<file path="config.mk">
export PLATFORM = sky130hd
export DESIGN_NAME = fp8_div_seq
export DESIGN_NICKNAME = d
export VERILOG_FILES = /design/src/rtl/fp8_pkg.sv /design/src/rtl/fp8_div_step.sv /design/src/rtl/fp8_div_seq.sv
export SDC_FILE = /design/constraint.sdc
export NUM_CORES = 1
export LEC_CHECK = 0
export ABC_AREA = 1
export CAP_MARGIN = 40
export CORE_ASPECT_RATIO = 0.7
export CORE_MARGIN = 2
export CORE_UTILIZATION = 60
export CTS_BUF_LIST = sky130_fd_sc_hd__clkbuf_8
export CTS_CLUSTER_DIAMETER = 120
export DETAILED_ROUTE_END_ITERATION = 10
export DONT_BUFFER_PORTS = 1
export GPL_ROUTABILITY_DRIVEN = 0
export GPL_TIMING_DRIVEN = 1
export PLACE_DENSITY = 0.76
export SLEW_MARGIN = 10
export SYNTH_ARGS = -nofsm -noshare
export SYNTH_HDL_FRONTEND = slang
export SYNTH_SLANG_ARGS = --single-unit
</file>
<file path="constraint.sdc">
create_clock -name clk -period 5.6 [get_ports clk]
set_input_delay 0.56 -clock clk [delete_from_list [all_inputs] [get_ports clk]]
set_output_delay 0.56 -clock clk [all_outputs]
set_load 0.01 [all_outputs]
</file>
<file path="src/rtl/fp8_pkg.sv">
// Shared definitions for the 8-bit float datapath {sign[7], exp[6:4], frac[3:0]}.
// Optional feature macro: FP8_DIV_ROUND_EN (one extra quotient bit, round half-up).
package fp8_pkg;

  localparam int SIGN_BIT = 7;
  localparam int EXP_MSB  = 6;
  localparam int EXP_LSB  = 4;
  localparam int FRAC_MSB = 3;
  localparam int FRAC_LSB = 0;

  localparam logic [2:0] BIAS_DEFAULT = 3'd3;

`ifdef FP8_DIV_ROUND_EN
  localparam int ITER = 7;
`else
  localparam int ITER = 6;
`endif

  typedef enum logic [1:0] {
    IDLE = 2'd0,
    DIV  = 2'd1,
    NORM = 2'd2,
    DONE = 2'd3
  } state_t;

endpackage

</file>
<file path="src/rtl/fp8_div_step.sv">
// One restoring division iteration: trial-subtract the divisor, emit the
// quotient bit, then shift the partial remainder left by one.
module fp8_div_step (
  input  logic [5:0] r,
  input  logic [4:0] d,
  output logic [5:0] r_next,
  output logic       q
);

  logic [4:0] diff_s;

  // Keep the subtraction only when the divisor fits; remainder stays below d,
  // so only its low five bits survive the shift
  always_comb begin
    diff_s = r[4:0] - d;
    if (r >= {1'b0, d}) begin
      q      = 1'b1;
      r_next = {diff_s, 1'b0};
    end else begin
      q      = 1'b0;
      r_next = {r[4:0], 1'b0};
    end
  end

endmodule

</file>
<file path="src/rtl/fp8_div_seq.sv">
// Sequential fp8 divider res = op1 / op2, one quotient bit per clock.
// FSM IDLE -> DIV (ITER cycles) -> NORM -> DONE -> IDLE; outputs are registered
// from the current state, so they trail the state by one clock.
// Optional feature macro: FP8_DIV_ROUND_EN (ITER=7, round half-up on the guard bit).
module fp8_div_seq
  import fp8_pkg::*;
#(
  parameter logic [2:0] BIAS = BIAS_DEFAULT
) (
  input  logic       clk,
  input  logic       rst,
  input  logic       start,
  input  logic [7:0] op1,
  input  logic [7:0] op2,
  output logic       busy,
  output logic       done,
  output logic [7:0] res
);

  localparam logic [2:0] LAST_CNT = 3'(ITER - 1);

  state_t          state_r, state_s;
  logic [5:0]      rem_r;
  logic [4:0]      div_r;
  logic [ITER-1:0] quo_r;
  logic [2:0]      exp_r;
  logic            sign_r;
  logic [2:0]      cnt_r;
  logic [3:0]      mant_r;

  logic [5:0]      rem_next_s;
  logic            q_s;
  logic [3:0]      mant_s;
  logic [2:0]      exp_norm_s;
`ifdef FP8_DIV_ROUND_EN
  logic            guard_s;
  logic [4:0]      mant_sum_s;
`endif

  logic            busy_r, done_r;
  logic [7:0]      res_r;

  fp8_div_step u_step (
    .r      (rem_r),
    .d      (div_r),
    .r_next (rem_next_s),
    .q      (q_s)
  );

  // State register
  always_ff @(posedge clk or posedge rst) begin
    if (rst) state_r <= IDLE;
    else     state_r <= state_s;
  end

  // Next-state logic; start is only honoured in IDLE
  always_comb begin
    state_s = state_r;
    case (state_r)
      IDLE:    if (start) state_s = DIV; else state_s = IDLE;
      DIV:     if (cnt_r == LAST_CNT) state_s = NORM; else state_s = DIV;
      NORM:    state_s = DONE;
      DONE:    state_s = IDLE;
      default: state_s = IDLE;
    endcase
  end

  // Normalise the quotient into a 4-bit mantissa, optionally rounding on the guard bit
  always_comb begin
    mant_s     = 4'd0;
    exp_norm_s = exp_r;
`ifdef FP8_DIV_ROUND_EN
    guard_s    = 1'b0;
    mant_sum_s = 5'd0;
`endif
    if (quo_r[ITER-1]) begin
      mant_s = quo_r[ITER-2 -: 4];
`ifdef FP8_DIV_ROUND_EN
      guard_s = quo_r[ITER-6];
`endif
    end else begin
      mant_s     = quo_r[ITER-3 -: 4];
      exp_norm_s = exp_r - 3'd1;
`ifdef FP8_DIV_ROUND_EN
      guard_s = quo_r[ITER-7];
`endif
    end
`ifdef FP8_DIV_ROUND_EN
    mant_sum_s = {1'b0, mant_s} + {4'd0, guard_s};
    mant_s     = mant_sum_s[3:0];
    if (mant_sum_s[4]) exp_norm_s = exp_norm_s + 3'd1;
    else               exp_norm_s = exp_norm_s;
`endif
  end

  // Operand capture, one restoring step per DIV cycle, normalisation in NORM
  always_ff @(posedge clk or posedge rst) begin
    if (rst) begin
      rem_r  <= 6'd0;
      div_r  <= 5'd0;
      quo_r  <= '0;
      exp_r  <= 3'd0;
      sign_r <= 1'b0;
      cnt_r  <= 3'd0;
      mant_r <= 4'd0;
    end else begin
      case (state_r)
        IDLE: begin
          if (start) begin
            sign_r <= op1[SIGN_BIT] ^ op2[SIGN_BIT];
            rem_r  <= {1'b0, 1'b1, op1[FRAC_MSB:FRAC_LSB]};
            div_r  <= {1'b1, op2[FRAC_MSB:FRAC_LSB]};
            quo_r  <= '0;
            exp_r  <= op1[EXP_MSB:EXP_LSB] - op2[EXP_MSB:EXP_LSB] + BIAS;
            cnt_r  <= 3'd0;
          end
        end
        DIV: begin
          rem_r <= rem_next_s;
          quo_r <= {quo_r[ITER-2:0], q_s};
          cnt_r <= cnt_r + 3'd1;
        end
        NORM: begin
          exp_r  <= exp_norm_s;
          mant_r <= mant_s;
        end
        default: begin
          cnt_r <= cnt_r;
        end
      endcase
    end
  end

  // Registered handshake and result; res holds until the next completion
  always_ff @(posedge clk or posedge rst) begin
    if (rst) begin
      busy_r <= 1'b0;
      done_r <= 1'b0;
      res_r  <= 8'd0;
    end else begin
      busy_r <= (state_r == DIV) || (state_r == NORM);
      done_r <= (state_r == DONE);
      if (state_r == DONE) res_r <= {sign_r, exp_r, mant_r};
    end
  end

  assign busy = busy_r;
  assign done = done_r;
  assign res  = res_r;

endmodule

</file>
==> results of run 1 <==
## area by class of cell
cell class	instances	area share (%)
sequential	40	46.2
clock inverter	2	0.347
timing repair buffer	1	0.347
clock buffer	6	3.82
inverter	39	6.76
multi-input combinational	144	40.3
tap	38	2.20
## synthesized netlist by cell type
library cell | n | share of area, %
nand3b_1 | 1 | 0.37
xnor2_1 | 6 | 2.6
buf_4 | 1 | 0.37
fa_1 | 1 | 0.98
mux2_2 | 4 | 2.2
or2_4 | 1 | 0.43
inv_2 | 3 | 0.55
o211ai_1 | 1 | 0.37
or2_2 | 1 | 0.31
dfrtp_1 | 40 | 49
and3_1 | 1 | 0.31
o21ai_0 | 18 | 4.4
nor2_1 | 21 | 3.9
o21ai_2 | 1 | 0.43
nand3_1 | 12 | 3.0
clkbuf_1 | 2 | 0.37
inv_1 | 36 | 6.6
o21bai_1 | 1 | 0.37
nand2_4 | 1 | 0.55
nand2_1 | 29 | 5.4
a21oi_1 | 21 | 5.2
nor3_1 | 1 | 0.25
o22ai_1 | 7 | 2.2
nor2_4 | 1 | 0.55
ha_1 | 15 | 9.2
## how the worst min path moves through the flow
| stage | startpoint | endpoint | slack (ps) |
|---|---|---|---|
| after global routing | rst | res[5] | 320 |
| after CTS | rst | res[0] | 290 |
| after detailed placement | div_r[4] | div_r[4] | 450 |
| after global placement | div_r[4] | div_r[4] | 450 |
| final | rst | busy | 270 |
| after floorplan | div_r[4] | div_r[4] | 430 |
## routing by layer
metal,GRT usage [%],up-vias
met5,0,-
met4,6.67,0
met3,6.15,6
met2,35.1,75
met1,33.0,698
li1,-,745
## flip-flops by register name (all words and copies together) (netlist names), named ones only
| signal | flops |
|---|---|
| exp_r | 3 |
| quo_r | 6 |
| sign_r | 1 |
| rem_r | 6 |
| mant_r | 4 |
| busy | 1 |
| div_r | 5 |
| res | 8 |
| state_r | 1 |
| cnt_r | 3 |
| done | 1 |
## per-stage QoR
step	utilization, %	total power (uW)	cells	setup WS, ps
6_report	67.8	1190	270	3390
5_1_grt	67.8	1300	270	3210
4_1_cts	67.8	1190	270	3450
3_5_place_dp	65.0	997	262	3460
3_3_place_gp	65.0	956	262	3650
2_1_floorplan	-	876	226	3700
## critical path, delay by kind of cell, from the launching register on
family	cells	cell delay, ps
DFF	1	370
and+or+nand+nor	6	930
buffers and inverters	3	260
adders and majority gates	2	560
## where the power goes
group	switching, uW	internal (uW)
Combinational	346	200
Clock	91.0	96.8
Sequential	72.1	387
## cell families after synthesis
kind of cell               after synthesis  synth area share, %
muxes                                    4                 2.21
AOI/OAI and AO/OA                       49                 12.9
and+or+nand+nor                         69                 14.9
buffers and inverters                   42                 7.93
adders and majority gates               16                 10.2
DFF                                     40                 49.2
xor gates and xnor gates                 6                 2.58
==> impl_metrics.py, run 1 <==
metrics = {
    "cells_and_area": {
        "stdcell_area_um2": 2160,
        "fill_cells": 278,
        "drive_above_1_share_pct": 8.19,
        "area_delta_synth_final_pct": 6.40,
        "nets": 266,
        "seqCellArea_um2": 1000,
        "diodes": 0,
        "multi_input_area_um2": 872,
        "final_cell_mix": "dfrtp_1, inv_1, nand2_1",
        "layout_commonest_cell": "dfrtp_1",
    },
    "power": {
        "power.density_nw_per_um2": 552,
        "p_leak_uw": 0.00109,
        "peakVddDrop_mv": 0.304,
    },
    "routing": {
        "routed_wirelength_um": 3980,
        "wl_met2_um": 1740,
        "wl_met1_um": 1910,
        "firstDrtPassIters": 4,
        "wl_per_cell_um": 14.7,
        "top_layer_used": "met4",
        "num_vias": 1524,
        "wl_met3_um": 288,
        "drtIter0Drc": 132,
        "drcViolationCount": 0,
        "vias_per_cell": 5.64,
        "ant_nets": 0,
    },
    "worst_setup_path": {
        "crit_type": "reg -> reg",
        "slowest_delay_ps": 410,
        "r2r_start": "rem_r[0]",
        "reg2reg_depth": 11,
        "worstSetupEndpoint": "rem_r[5]",
        "reg2reg_to": "rem_r[5]",
        "arrival_ps": 2390,
        "crit_start": "rem_r[0]",
        "critPathSlowestCell": "fa_1",
        "crit_required_ps": 5780,
        "crit_path_end_kind": "flop",
        "critPathMaxFanout": 7,
        "cp_cell_sequence": "inv_1 > ha_1 > inv_1 > fa_1 > inv_1 > nand2_1 > nand3_1 > nand3_1 > or2_2 > nand3_1 > nand2_1",
        "critPathLaunchType": "flop",
        "reg2reg_slack_ps": 3390,
    },
    "clocking": {
        "numCtsBuffers": 5,
        "h-tree-depth": 2,
        "clock_sinks": 40,
        "cts_hold_buf": 0,
        "path_clk_slew_ps": 70,
        "clock_latency_ps": 280,
        "clk_path_buf_depth": 2,
        "cts_setup_buffers": 0,
        "postCtsResizedCells": 0,
        "cts_tree": "built",
        "root_buffer": "clkbuf_8",
    },
    "place": {
        "dp_hpwl_um": 2900,
        "port_buffers": 0,
        "dpl_cell_area_um2": 2070,
    },
    "sta": {
        "drv_slew": 0,
        "period_needed_ps": 2210,
        "relSlewSlack_pct": 65.9,
        "finalClockSkew_ps": 5.05,
        "hold_violations": 0,
        "worst_pin_slew_ps": 511,
        "fin_hold_ws_ps": 275,
        "rsz0062_at_grt": "false",
        "max_clock_freq_mhz": 451,
        "tns_ps": 0,
        "finalSetupViolations": 0,
        "fin_crit_sh_pct": 39.6,
    },
    "floorplanning": {
        "io_pins": 29,
        "core_area_um2": 3190,
        "initial_core_util_pct": 63.8,
        "die_y_um": 52.7,
        "die_area_um2": 3880,
        "fp.dieW_um": 73.6,
        "rows": 17,
    },
    "global_routing": {
        "antenna_found_initial": 0,
        "grt_max_degree": 41,
        "grt_pass1_vias": 1452,
        "grt_use_total_pct": 23.2,
        "grt-ovfl-total": 0,
        "grt_pass1_wl_um": 6620,
    },
    "synthesis": {
        "ys_warn_count": 0,
        "ys_types": 25,
        "syn_nets": 261,
        "synth_area_per_cell_um2": 9.00,
        "syn-cell-area_um2": 2030,
        "synth_seq_cells": 40,
        "netlist_instances": 226,
        "ys_seq_area_share_pct": 49.2,
    },
    "hold_path": {
        "hold_class": "in -> async",
    },
    "run": {
        "max_cap_viol_count": 0,
    },
    "outcome": {
        "status": "completed",
    },
}
(Power assumes the default switching activity.)
==> inputs of run 2 (changes only) <==
Settings changed: ABC_AREA 1 to 0.
Clock period 5.6 ns to 2.05 ns, I/O delays scaled along.
==> run 2 against run 1 <==
Effect of this change: fmax is 16% higher; critical path depth is 3 lower; flip-flop and latch count stayed put; die area is 3.7% higher; global-route usage is 1.9 points lower; critical path type unchanged; largest cell class is now multi-input gates.
==> impl_metrics.py, run 2 <==
metrics = {
    "outcome": {
        "status": "completed",
    },
    "sta": {
        "relSlewSlack_pct": 67.1,
        "max_clock_freq_mhz": 524,
        "fin_hold_ws_ps": 53.8,
        "setup_slack_ps": 141,
        "finalSetupViolations": 0,
        "period_needed_ps": 1910,
        "hold_violations": 0,
        "rsz0062_at_grt": "false",
        "finalClockSkew_ps": 6.44,
        "worst_pin_slew_ps": 493,
        "fin_crit_sh_pct": 93.1,
        "tns_ps": 0,
        "drv_slew": 0,
    },
    "global_routing": {
        "grt_pass1_vias": 1358,
        "grt_use_total_pct": 21.3,
        "grt_pass1_wl_um": 6110,
        "grt-ovfl-total": 0,
        "grt_max_degree": 41,
        "antenna_found_initial": 0,
    },
    "worst_setup_path": {
        "crit_type": "reg -> reg",
        "critPathMaxFanout": 7,
        "crit_path_end_kind": "flop",
        "crit_buf_inv": 2,
        "arrival_ps": 2130,
        "cp_cell_sequence": "inv_1 > ha_1 > inv_1 > fa_2 > a21oi_2 > o221ai_4 > mux2_4 > o21ai_2",
        "critPathLaunchType": "flop",
        "critPathSlowestCell": "fa_2",
        "crit_required_ps": 2270,
        "crit_family": "adder cells",
        "cpMostUsedCell": "inv_1",
        "slowest_delay_ps": 370,
    },
    "synthesis": {
        "syn-cell-area_um2": 2120,
        "yosysMostFrequentCell": "dfrtp_1",
        "synth_seq_cells": 40,
        "synth_edf_count": 0,
        "synth_area_per_cell_um2": 10.9,
        "ys_warn_count": 0,
        "ys_seq_area_share_pct": 47.3,
        "ys_top_cells_by_area": "dfrtp_1, ha_1, mux2_2",
        "synth_top_cell_area_share_pct": 47.3,
        "synthTopCellsByCount": "dfrtp_1, nand2_1, inv_1, ha_1, a21oi_1",
        "yosysTopAreaCell": "dfrtp_1",
        "netlist_instances": 194,
        "syn_nets": 229,
        "synthArstFlopShare_pct": 100,
        "ys.flop_type": "dfrtp_1",
        "ys_types": 38,
    },
    "floorplanning": {
        "initial_core_util_pct": 61.4,
        "io_pins": 29,
        "rows": 18,
        "die_area_um2": 4030,
        "fp.dieW_um": 75.0,
        "core_area_um2": 3450,
        "die_y_um": 53.7,
    },
    "cells_and_area": {
        "multi_input_area_um2": 1020,
        "final_core_utilization_pct": 67.4,
        "area_delta_synth_final_pct": 9.70,
        "final_cell_mix": "dfrtp_1, nand2_1, inv_1",
        "seqCellArea_um2": 1000,
        "diodes": 0,
        "instances_no_fill": 252,
        "drive_above_1_share_pct": 18.8,
        "largest_reg_flops": 8,
        "layout_commonest_cell": "dfrtp_1",
        "fill_cells": 271,
        "nets": 236,
    },
    "routing": {
        "firstDrtPassIters": 4,
        "drcViolationCount": 0,
        "num_vias": 1409,
        "routed_wirelength_um": 3860,
        "ant_nets": 0,
        "vias_per_cell": 5.59,
        "drtIter0Drc": 80,
        "wl_per_cell_um": 15.3,
    },
    "clocking": {
        "path_clk_slew_ps": 80,
        "cts_tree": "built",
        "clock_sinks": 40,
        "root_buffer": "clkbuf_8",
        "h-tree-depth": 2,
        "numCtsBuffers": 5,
        "clock_latency_ps": 290,
        "clk_path_buf_depth": 2,
    },
    "power": {
        "seqPwrFrac_pct": 36.8,
        "power.internal_uw": 2380,
        "switchingPower_uw": 1590,
        "p_leak_uw": 0.00104,
        "peakVddDrop_mv": 0.938,
        "pwr-share-comb_pct": 47.2,
        "power.density_nw_per_um2": 1710,
        "p_sw_share_pct": 40.1,
        "clock_power_share_pct": 16.0,
    },
    "place": {
        "port_buffers": 0,
        "dp_slack_ps": -7.23,
        "dp_hpwl_um": 2830,
        "place_inst": 243,
    },
    "hold_path": {
        "hold_class": "in -> reg",
    },
    "run": {
        "max_cap_viol_count": 0,
    },
}
[run 2: cell types whose count changed after synthesis, moves of 3 or more]
cell / change
nor2_1: -13
o21ai_0: -12
inv_1: -20
a22o_1: +6
a21oi_1: -7
nand2_1: -12
buf_2: +3
o22ai_1: -4
o21ai_1: +5
nand2b_1: +3
nand3_1: -5
inv_2: -3
mux2i_1: +8
mux2_2: +8
[run 2: routing by layer]
layer  routed length [um]  track usage (%)
met1                 1860             28.2
met2                 1800             33.0
met3                  169             5.99
met4                   34             9.23
met5                    0                0
[run 2: path summary, 6_finish.rpt]
path,startpoint,to,slack [ps],depth (start not counted)
setup / recovery,rem_r[0],rem_r[1],140,8
hold reg to reg,div_r[4],div_r[4],470,2
setup reg to reg,rem_r[0],rem_r[1],140,8
min in group asynchronous,rst,sign_r,470,3
hold / removal,op2[2],div_r[2],50,1
max in group asynchronous,rst,div_r[0],1230,3
[run 2: kinds of logic (layout without fill, tap and decap cells)]
group / after synthesis / count (layout) / synth area share [%]
compound gates: 44 / 44 / 14.7
xor+xnor: 7 / 7 / 2.90
fa+ha+maj: 16 / 16 / 9.82
buf+inv: 24 / 32 / 4.97
flops: 40 / 40 / 47.3
mux: 21 / 21 / 10.9
simple gates: 42 / 42 / 9.46
[run 2: metrics by stage]
stage | power, uW | instance area [um2]
after floorplan | 2900 | 2120
after global placement | 3180 | 2190
after detailed placement | 3300 | 2190
after CTS | 3950 | 2310
after global routing | 4270 | 2320
final | 3980 | 2320
[run 2: worst reg2reg max path, cell delays in order, from the launching register on]
cell      delay, ps
dfrtp_1         360
inv_1            80
ha_1            160
inv_1            60
fa_2            370
a21oi_2         170
o221ai_4        200
mux2_4          350
o21ai_2         100
[run 2: power by group through the flow]
stage / clock [uW] / combinational [uW] / sequential (uW)
after floorplan: 0 / 1520 / 1370
after global placement: 0 / 1730 / 1450
after detailed placement: 0 / 1820 / 1480
after CTS: 651 / 1840 / 1460
after global routing: 680 / 2080 / 1510
final: 636 / 1870 / 1460
[run 2: area by class of cell]
type	instances	area share (%)
repair buffers	8	2.70
flip-flops and latches	40	43.1
inverters	16	2.59
well taps	50	2.70
multi-input cells	130	44.1
clock buffers	5	2.96
clock inverters	3	1.83
[run 2: repair_timing]
action	CTS	global route
hold buffers	1	0
endpoints found under the hold margin	40	0
setup buffers	0	0
setup endpoints to repair	0	3
gates resized for setup	0	3
==> inputs of run 3 (changes only) <==
--- a/config.mk
+++ b/config.mk
@@ -11,5 +11,5 @@
 export CORE_MARGIN = 2
 export CORE_UTILIZATION = 60
-export CTS_BUF_LIST = sky130_fd_sc_hd__clkbuf_8
+export CTS_BUF_LIST = sky130_fd_sc_hd__clkbuf_4 sky130_fd_sc_hd__clkbuf_8
 export CTS_CLUSTER_DIAMETER = 120
 export DETAILED_ROUTE_END_ITERATION = 10
==> constraint.sdc (replaced) <==
create_clock -name clk -period 2.05 [get_ports clk]
set_input_delay 0.41 -clock clk [delete_from_list [all_inputs] [get_ports clk]]
set_output_delay 0.41 -clock clk [all_outputs]
set_load 0.01 [all_outputs]
==> run 3 against run 2 <==
Effect of this change: first-iteration DRC count up 23%; clock skew about the same; via count barely moved; fmax fell by 0.10%; power is essentially flat; clock power about the same; die area unchanged; critical endpoint unchanged; largest cell class unchanged; largest power group unchanged.
==> impl_metrics.py, run 3 (synthesis gave the netlist of run 2 again) <==
metrics = {
    "cells_and_area": {
        "largest_reg_flops": 8,
        "diodes": 0,
        "fill_cells": 272,
        "final_cell_mix": "dfrtp_1, nand2_1, inv_1",
        "area_delta_synth_final_pct": 9.23,
        "multi_input_area_um2": 1020,
        "drive_above_1_share_pct": 18.9,
        "nets": 235,
        "seqCellArea_um2": 1000,
        "layout_commonest_cell": "dfrtp_1",
    },
    "floorplanning": {
        "die_area_um2": 4030,
        "die_y_um": 53.7,
        "io_pins": 29,
        "fp.dieW_um": 75.0,
        "core_area_um2": 3450,
        "rows": 18,
        "initial_core_util_pct": 61.4,
    },
    "routing": {
        "drtIter0Drc": 98,
        "firstDrtPassIters": 4,
        "vias_per_cell": 5.61,
        "routed_wirelength_um": 3850,
        "wl_per_cell_um": 15.3,
        "num_vias": 1408,
        "ant_nets": 0,
        "drcViolationCount": 0,
    },
    "worst_setup_path": {
        "crit_buf_inv": 2,
        "critPathMaxFanout": 7,
        "reg2reg_depth": 8,
        "reg2reg_slack_ps": 140,
        "cp_cell_sequence": "inv_1 > ha_1 > inv_1 > fa_2 > a21oi_2 > o221ai_4 > mux2_4 > o21ai_2",
        "crit_family": "adder cells",
        "arrival_ps": 2130,
        "crit_path_end_kind": "flop",
        "slowest_delay_ps": 370,
        "critPathSlowestCell": "fa_2",
        "r2r_start": "rem_r[0]",
        "reg2reg_to": "rem_r[1]",
        "crit_type": "reg -> reg",
        "crit_required_ps": 2270,
        "cpMostUsedCell": "inv_1",
        "critPathLaunchType": "flop",
    },
    "global_routing": {
        "grt_use_total_pct": 21.2,
        "grt-ovfl-total": 0,
        "grt_max_degree": 41,
        "antenna_found_initial": 0,
        "grt_pass1_wl_um": 6090,
        "grt_pass1_vias": 1346,
    },
    "outcome": {
        "status": "completed",
    },
    "power": {
        "power.density_nw_per_um2": 1720,
        "p_leak_uw": 0.00104,
        "p_total_uw": 3980,
        "peakVddDrop_mv": 0.941,
    },
    "clocking": {
        "cts_tree": "built",
        "root_buffer": "clkbuf_8",
        "clock_sinks": 40,
        "h-tree-depth": 2,
        "clock_latency_ps": 290,
        "numCtsBuffers": 5,
        "clk_path_buf_depth": 2,
        "path_clk_slew_ps": 80,
        "cts_setup_buffers": 0,
    },
    "sta": {
        "fin_crit_sh_pct": 93.2,
        "drv_slew": 0,
        "hold_violations": 0,
        "rsz0062_at_grt": "false",
        "relSlewSlack_pct": 67.1,
        "finalClockSkew_ps": 6.08,
        "period_needed_ps": 1910,
        "finalSetupViolations": 0,
        "worst_pin_slew_ps": 494,
        "max_clock_freq_mhz": 523,
        "fin_hold_ws_ps": 119,
    },
    "place": {
        "dp_hpwl_um": 2830,
        "port_buffers": 0,
    },
    "hold_path": {
        "hold_class": "in -> async",
    },
    "run": {
        "max_cap_viol_count": 0,
    },
}
-- run 3: cell types whose count changed in the layout (fill, tap and decap cells not counted), sizes merged --
| cell | previous run | this run |
|---|---|---|
| dlygate4sd3 | 1 | 0 |
-- run 3: area by class of cell --
cell class | count | share of cell area, %
Sequential cell | 40 | 43.3
Tap cell | 50 | 2.71
Timing Repair Buffer | 7 | 2.27
Clock buffer | 5 | 2.98
Multi-Input combinational cell | 130 | 44.3
Clock inverter | 3 | 1.84
Inverter | 16 | 2.60
-- run 3: worst register-to-register path, stage by stage (launching register included) --
cell      delay, ps
dfrtp_1         360
inv_1            80
ha_1            160
inv_1            60
fa_2            370
a21oi_2         170
o221ai_4        200
mux2_4          350
o21ai_2         100
-- run 3: per-stage QoR --
stage                     utilization (%)  instances  setup TNS [ps]  setup slack (ps)  cell area, um2
after floorplan                         -        194               0               123            2120
after global placement               63.4        243               0              96.1            2190
after detailed placement             63.4        243           -7.23             -7.23            2190
after CTS                            66.7        251               0              8.70            2300
after global routing                 67.1        251               0              71.9            2310
final                                67.1        251               0               139            2310
-- run 3: what timing repair did --
action / 4_1_cts / 5_1_grt
endpoints found under the setup margin: 0 / 3
resized for setup: 0 / 3
hold buffers: 0 / 0
-- run 3: layer usage --
layer  routed length, um  vias to the layer above  track usage, %
met2                1790                       32            32.7
li1                    -                      680               -
met1                1870                      690            28.2
met4                  41                        0            9.23
met3                 156                        6            5.99
met5                   0                        -               0
-- run 3: worst max-delay path by stage --
| stage | start | to | cells past startpoint |
|---|---|---|---|
| floorplan | rem_r[0] | rem_r[1] | 8 |
| global placement | rem_r[0] | rem_r[1] | 8 |
| finish | rem_r[0] | rem_r[1] | 8 |
| detailed placement | rem_r[0] | rem_r[4] | 8 |
| CTS | rem_r[0] | rem_r[1] | 8 |
| global route | rem_r[0] | rem_r[1] | 8 |
-- run 3: power breakdown --
part	total [uW]	internal (uW)	leakage, uW	switching [uW]
Sequential	1460	1140	0.000475	322
Clock	636	360	0.0000541	276
Combinational	1880	876	0.000510	1000
Total	3980	2380	0.00104	1600
